==> src/rtl/biu_bridge.sv <==
`default_nettype none
// ============================================================================
// Module   : biu_bridge
// Purpose  : Bus interface unit between one requesting device and one
//            responding slave. Accepts one read/write request at a time,
//            issues it to the slave with a one-cycle strobe, waits for the
//            slave's acknowledge and returns completion to the device.
//            Every output is driven directly from a register.
// Optional : BIU_TIMEOUT_EN - when defined, a WAIT-state counter ends a
//            silent slave access after TIMEOUT_CYCLES cycles. The access then
//            completes with m_error=1, and a read returns all-ones.
//            When undefined, WAIT persists indefinitely and m_error is 0.
// Ports    :
//   clk, rst        - clock (rising edge), synchronous active-high reset
//   m_address       - device request address
//   m_data_out      - device write data
//   m_rnw / m_en    - device read-not-write / request strobe (taken in IDLE)
//   m_data_in       - read data returned to the device (held until next read)
//   m_data_valid    - one-cycle completion pulse
//   m_busy          - transaction in flight
//   m_error         - qualifies m_data_valid; completion was a timeout
//   s_address       - address to slave
//   s_data_out      - write data to slave
//   s_rnw / s_en    - read-not-write / one-cycle request strobe to slave
//   s_data_in       - slave read data
//   s_data_valid    - slave completion acknowledge
// Revision : 1.0 - initial release
// ============================================================================
module biu_bridge #(
    parameter int ADDR_WIDTH     = 32,
    parameter int DATA_WIDTH     = 32,
    parameter int TIMEOUT_CYCLES = 256
) (
    input  logic                  clk,
    input  logic                  rst,
    // device side
    input  logic [ADDR_WIDTH-1:0] m_address,
    input  logic [DATA_WIDTH-1:0] m_data_out,
    input  logic                  m_rnw,
    input  logic                  m_en,
    output logic [DATA_WIDTH-1:0] m_data_in,
    output logic                  m_data_valid,
    output logic                  m_busy,
    output logic                  m_error,
    // slave side
    output logic [ADDR_WIDTH-1:0] s_address,
    output logic [DATA_WIDTH-1:0] s_data_out,
    output logic                  s_rnw,
    output logic                  s_en,
    input  logic [DATA_WIDTH-1:0] s_data_in,
    input  logic                  s_data_valid
);

    // Reject parameter values the timeout counter cannot represent.
    if (TIMEOUT_CYCLES < 2 || TIMEOUT_CYCLES > 65536) begin : g_bad_timeout
        $error("biu_bridge: TIMEOUT_CYCLES must be in 2..65536");
    end

    typedef enum logic [1:0] {
        ST_IDLE = 2'd0,
        ST_REQ  = 2'd1,
        ST_WAIT = 2'd2,
        ST_RESP = 2'd3
    } state_t;

    state_t                  state_q, state_d;
    logic [ADDR_WIDTH-1:0]   s_address_q, s_address_d;
    logic [DATA_WIDTH-1:0]   s_data_out_q, s_data_out_d;
    logic                    s_rnw_q, s_rnw_d;
    logic                    s_en_q, s_en_d;
    logic [DATA_WIDTH-1:0]   m_data_in_q, m_data_in_d;
    logic                    m_data_valid_q, m_data_valid_d;
    logic                    m_busy_q, m_busy_d;

`ifdef BIU_TIMEOUT_EN
    localparam int                 c_cnt_w    = $clog2(TIMEOUT_CYCLES);
    localparam logic [c_cnt_w-1:0] c_cnt_term = c_cnt_w'(TIMEOUT_CYCLES - 1);

    logic [c_cnt_w-1:0]      cnt_q, cnt_d;
    logic                    m_error_q, m_error_d;
`endif

    // ------------------------------------------------------------------
    // Next-state and next-output logic. Output registers are loaded from
    // the next state so every output lines up with the state it belongs to.
    // ------------------------------------------------------------------
    always_comb begin
        state_d      = state_q;
        s_address_d  = s_address_q;
        s_data_out_d = s_data_out_q;
        s_rnw_d      = s_rnw_q;
        m_data_in_d  = m_data_in_q;
`ifdef BIU_TIMEOUT_EN
        cnt_d        = cnt_q;
        m_error_d    = 1'b0;
`endif

        case (state_q)
            ST_IDLE: begin
                if (m_en) begin
                    s_address_d  = m_address;
                    s_data_out_d = m_data_out;
                    s_rnw_d      = m_rnw;
                    state_d      = ST_REQ;
                end
            end
            ST_REQ: begin
                // Slave cannot acknowledge in the strobe cycle.
                state_d = ST_WAIT;
`ifdef BIU_TIMEOUT_EN
                cnt_d   = '0;
`endif
            end
            ST_WAIT: begin
                // A real acknowledge takes priority over terminal count.
                if (s_data_valid) begin
                    if (s_rnw_q) begin
                        m_data_in_d = s_data_in;
                    end
                    state_d = ST_RESP;
                end
`ifdef BIU_TIMEOUT_EN
                else if (cnt_q == c_cnt_term) begin
                    if (s_rnw_q) begin
                        m_data_in_d = '1;
                    end
                    m_error_d = 1'b1;
                    state_d   = ST_RESP;
                end else begin
                    cnt_d = cnt_q + c_cnt_w'(1);
                end
`endif
            end
            ST_RESP: begin
                state_d = ST_IDLE;
            end
            default: begin
                state_d = ST_IDLE;
            end
        endcase

        s_en_d         = (state_d == ST_REQ);
        m_data_valid_d = (state_d == ST_RESP);
        m_busy_d       = (state_d != ST_IDLE);
    end

    always_ff @(posedge clk) begin
        if (rst) begin
            state_q        <= ST_IDLE;
            s_address_q    <= '0;
            s_data_out_q   <= '0;
            s_rnw_q        <= 1'b0;
            s_en_q         <= 1'b0;
            m_data_in_q    <= '0;
            m_data_valid_q <= 1'b0;
            m_busy_q       <= 1'b0;
        end else begin
            state_q        <= state_d;
            s_address_q    <= s_address_d;
            s_data_out_q   <= s_data_out_d;
            s_rnw_q        <= s_rnw_d;
            s_en_q         <= s_en_d;
            m_data_in_q    <= m_data_in_d;
            m_data_valid_q <= m_data_valid_d;
            m_busy_q       <= m_busy_d;
        end
    end

`ifdef BIU_TIMEOUT_EN
    always_ff @(posedge clk) begin
        if (rst) begin
            cnt_q     <= '0;
            m_error_q <= 1'b0;
        end else begin
            cnt_q     <= cnt_d;
            m_error_q <= m_error_d;
        end
    end

    assign m_error = m_error_q;
`else
    assign m_error = 1'b0;
`endif

    assign s_address    = s_address_q;
    assign s_data_out   = s_data_out_q;
    assign s_rnw        = s_rnw_q;
    assign s_en         = s_en_q;
    assign m_data_in    = m_data_in_q;
    assign m_data_valid = m_data_valid_q;
    assign m_busy       = m_busy_q;

endmodule
`default_nettype wire

==> config.mk <==
export PLATFORM = sky130hd
export DESIGN_NAME = biu_bridge
export DESIGN_NICKNAME = d
export VERILOG_FILES = /design/src/rtl/biu_bridge.sv
export SDC_FILE = /design/constraint.sdc
export NUM_CORES = 1
export LEC_CHECK = 0
export CAP_MARGIN = 10
export CORE_AREA = 5 5 122 95
export DETAILED_ROUTE_END_ITERATION = 12
export DIE_AREA = 0 0 127 100
export GPL_TIMING_DRIVEN = 0
export HOLD_SLACK_MARGIN = 0.03
export MAX_ROUTING_LAYER = met4
export PLACE_DENSITY = 0.88
export SLEW_MARGIN = 20
export SYNTH_ARGS = -nofsm -noshare
export SYNTH_HDL_FRONTEND = slang
export SYNTH_SLANG_ARGS = --single-unit
==> constraint.sdc <==
create_clock -name clk -period 3.6 [get_ports clk]
set_clock_uncertainty 0.15 [all_clocks]
set_input_delay 0.36 -clock clk [delete_from_list [all_inputs] [get_ports clk]]
set_output_delay 0.36 -clock clk [all_outputs]
set_load 0.005 [all_outputs]
* Yosys cells after proc, flatten, opt, wreduce, memory -nomap -nowiden *
Cells that the tools add are included.

operators by class
  multiplexer cells = 3
  reduce and logical (&&, ||, !) cells = 4
  equal/unequal tests = 5

operators by type and width
  operator              count
  $pmux W2 S4           1
  $eq A2 B2 Y1 const B  3
  $eq A2 B1 Y1 const B  2
  $mux W2               2
  $reduce_and A3 Y1     1
  $logic_not A2 Y1      1
  $reduce_and A2 Y1     1
  $reduce_bool A2 Y1    1

word-level totals
  input port bits = 101
  flip-flop bits (word level) = 102

* Longest topological paths before layout *
  word-level depth = 3
  depth in mapped cells = 6

* Worst setup path after synthesis *
Ideal clock, no wire load.

  path type = register to register
  start point = register state_q[0]
  end point = register m_data_in_q[10] (netlist: m_data_in[10])
  required time = 3.378 ns
  period minus slack after synthesis = 1.483 ns
  setup slack = 2.117 ns
  path buffers = 2
  library setup time = 0.072 ns
  cell stages (with the launch flop) = 7
  arrival = 1.261 ns
  cells stage by stage = dfxtp_1 inv_1 ha_1 and3_1 buf_2 buf_6 mux2i_1

on the way
  cells in the longest elaborated chain, start to end = 2

RTL lines
  element                             line  RTL
  start: declaration                  66    state_t state_q, state_d;
  start signal: assignment            158   state_q <= state_d;
  $eq A2 B2 Y1                        98    case (state_q)
  $reduce_and A3 Y1 (no source line)  --
  end signal: assignment              163   m_data_in_q <= m_data_in_d;
  end: declaration                    71    logic [DATA_WIDTH-1:0] m_data_in_q, m_data_in_d;

Every way passes these cells.
A chain may end at the register's enable or synchronous reset.

* Worst setup path after layout *
  start point = register state_q[0]
  end point = register s_address_q[19] (netlist: s_address[19])

on the way
  cells in the longest elaborated chain, start to end = 2

RTL lines
  element                             line  RTL
  $logic_not A2 Y1                    98
  $reduce_and A2 Y1 (no source line)  --
  end signal: assignment              159   s_address_q <= s_address_d;
  end: declaration                    67    logic [ADDR_WIDTH-1:0] s_address_q, s_address_d;

Every way passes these cells.

==> reports/metrics.cfg <==
[drt]
vias = 4095
wire_per_inst_um = 16.94
first_pass_iters = 4
drtIter0Drc = 209
avgViaCountPerCell = 5.068
routed.top_layer = met4
drcViolationCount = 0
met2_length_mm = 6.779
wirelength_mm = 13.69
wirelength_met1_mm = 5.927
drtAntennaViolNets = 0
route.met3.wl_um = 757

[hold_path]
hp-start = m_data_in[4]
hp-class = flip-flop to flip-flop

[die]
die_y_um = 100
core_area_mm2 = 0.01017
initial_core_util = 0.4395
dieWidth_um = 127
row_count = 32
io_pins = 202
dieArea_mm2 = 0.01270

[timing]
tns_ns = 0
grt_setup_unrepaired = false
fin_crit_sh = 0.4929
final_max_slew_viol_count = 0
clock.fmax_mhz = 563.5
finalHoldViolCount = 0
period_minus_slack_ns = 1.774
setup_viol = 0
timing.final.ws_setup_ns = 1.826

[power]
p_per_area_mw_per_mm2 = 555.8
p_clk_frac = 0.245
leakage_nw = 2.530
swShare = 0.3273
internal_power_mw = 2.583
power_frac_comb = 0.391
vdd_drop_max_mv = 0.3493
p_seq_frac = 0.363
total_power_mw = 3.840
switching_power_mw = 1.257

[logic_synthesis]
avgSynthCellArea_um2 = 9.758
synth_top_area_cell = dfxtp_1
ys_warn_count = 0
synth_nets = 562
netlist_area_mm2 = 0.004469
netlist_instances = 458
yosysSeqAreaShare = 0.4569
synth_seq_cells = 102
yosysUniqueCellTypes = 20
yosys-top-cells-area = dfxtp_1 (46%), a21bo_1 (10%), nand2b_1 (9.0%), mux2i_1 (7.4%), a21oi_1 (7.3%)
netlist.area_leader.share = 0.4569

[setup_path]
crit_required_ns = 3.72
crit_fanout = 10
crit_start = state_q[0]
critical_path_class = flip-flop to flip-flop
startpoint_type = flip-flop
critPathArrivalTime_ns = 1.89
crit_path_end_kind = flip-flop
worstReg2RegStart = state_q[0]

[grt]
grt_pass1_vias = 4134
grt_overflow = 0
antenna_found_initial = 0
grt_max_degree = 16
grt_usage = 0.2171
grt_pass1_wl_mm = 21.67

[place]
globalplace.congestion = 0.7869
dp_hpwl_mm = 10.49
numPlacedInstances = 792
place_ws_ns = 1.757
port_buffers = 198

[clock_network]
clockRootBuffer = clkbuf_16
cts_buffers = 9
clock_path_buffers = 2
htree_num_levels = 3
cts_tree = done
cts.clk_slew.worst_paths_ns = 0.07
clk_latency_ns = 0.34
cts_sinks = 102
cts_resized = 0
post_cts_buffers = 0
ctsHoldBuffers = 0

[final_layout]
area_growth_pct = 54.59
nets = 771
drive_above_1_share = 0.1057
layout.cells.non_filler = 808
num_antenna_cells = 0
finalCoreUtilization = 0.6794

[flow_run]
cap_viol_max_count = 0

[run_status]
status = finished clean

==> synth_stat cells <==
cell type / number
buf_4: 1
a221oi_1: 1
and3_1: 1
a211oi_1: 1
nand2b_1: 64
nand3_1: 65
dfxtp_1: 102
nor2_1: 3
inv_1: 3
ha_1: 3
a21bo_2: 20
buf_6: 8
a21oi_1: 65
clkbuf_1: 14
buf_2: 25
buf_1: 1
conb_1: 1
a21bo_1: 45
a2111oi_2: 2
mux2i_1: 33
==> power groups by stage <==
stage	Sequential [mW]	Clock, mW	Combinational, mW
CTS	1.40	0.960	1.51
global placement	1.41	0	1.45
finish	1.39	0.942	1.50
detailed placement	1.42	0	1.50
global route	1.42	1.00	1.64
floorplan	1.42	0	0.822
==> sequential cells by signal (all words and copies together), names as in the netlist <==
name / cells
s_rnw: 1
m_busy: 1
s_en: 1
m_data_in: 32
m_data_valid: 1
s_data_out: 32
state_q: 2
s_address: 32
==> layout by cell type (no fill, tap or decap), types with 2 or more instances in the layout <==
cell type,instances
clkdlybuf4s50_1,198
dfxtp_1,102
nand3_1,65
a21oi_1,65
nand2b_1,64
a21bo_1,45
mux2i_1,33
buf_2,25
a21bo_2,20
clkbuf_1,15
clkbuf_16,9
buf_6,8
inv_1,3
nor2_1,3
ha_1,3
clkbuf_8,3
a2111oi_2,2
clkinv_2,2
==> final cells by class <==
class	count	area, um^2
multi-input cells	304	2137
clock buffers	13	270.3
fillers	800	3261
repair buffers	198	1982
inverters	3	11.26
clock inverters	3	17.52
plain buffers	49	279.0
flip-flops and latches	102	2042
well taps	136	170.2
==> stage by stage <==
step	area, um^2	hold slack [ns]
floorplan	4469	0.3145
global placement	6621	0.3086
global route	6909	0.3496
detailed placement	6621	0.3179
finish	6909	0.3245
CTS	6909	0.3289
==> critical path, stage by stage (launching register included) <==
cell	delay, ns
dfxtp_1	0.31
inv_1	0.18
ha_1	0.27
buf_2	0.25
buf_2	0.28
nand3_1	0.11
a21oi_1	0.15
==> final timing paths <==
check / endpoint / slack (ns) / depth (start not counted)
max: s_address[19] / 1.83 / 6
min: m_data_in[4] / 0.32 / 2
max reg2reg: s_address[19] / 1.83 / 6
min reg2reg: m_data_in[4] / 0.32 / 2
==> routing by layer <==
metal  vias up  GRT usage
li1       1998          -
met4         0    0.06101
met5         -          -
met1      1956     0.2692
met3        20    0.05160
met2       121     0.3561
==> kinds of logic (layout without fill, tap and decap cells) <==
logic type / after synthesis / after routing / share of synthesized area
AOI/OAI and AO/OA: 134 / 134 / 0.2287
adders and majority gates: 3 / 3 / 0.008400
buffers and inverters: 52 / 266 / 0.06495
DFF: 102 / 102 / 0.4569
muxes: 33 / 33 / 0.07391
other: 1 / 1 / 0.0008391
and+or+nand+nor: 133 / 133 / 0.1663
(Power assumes the default switching activity.)
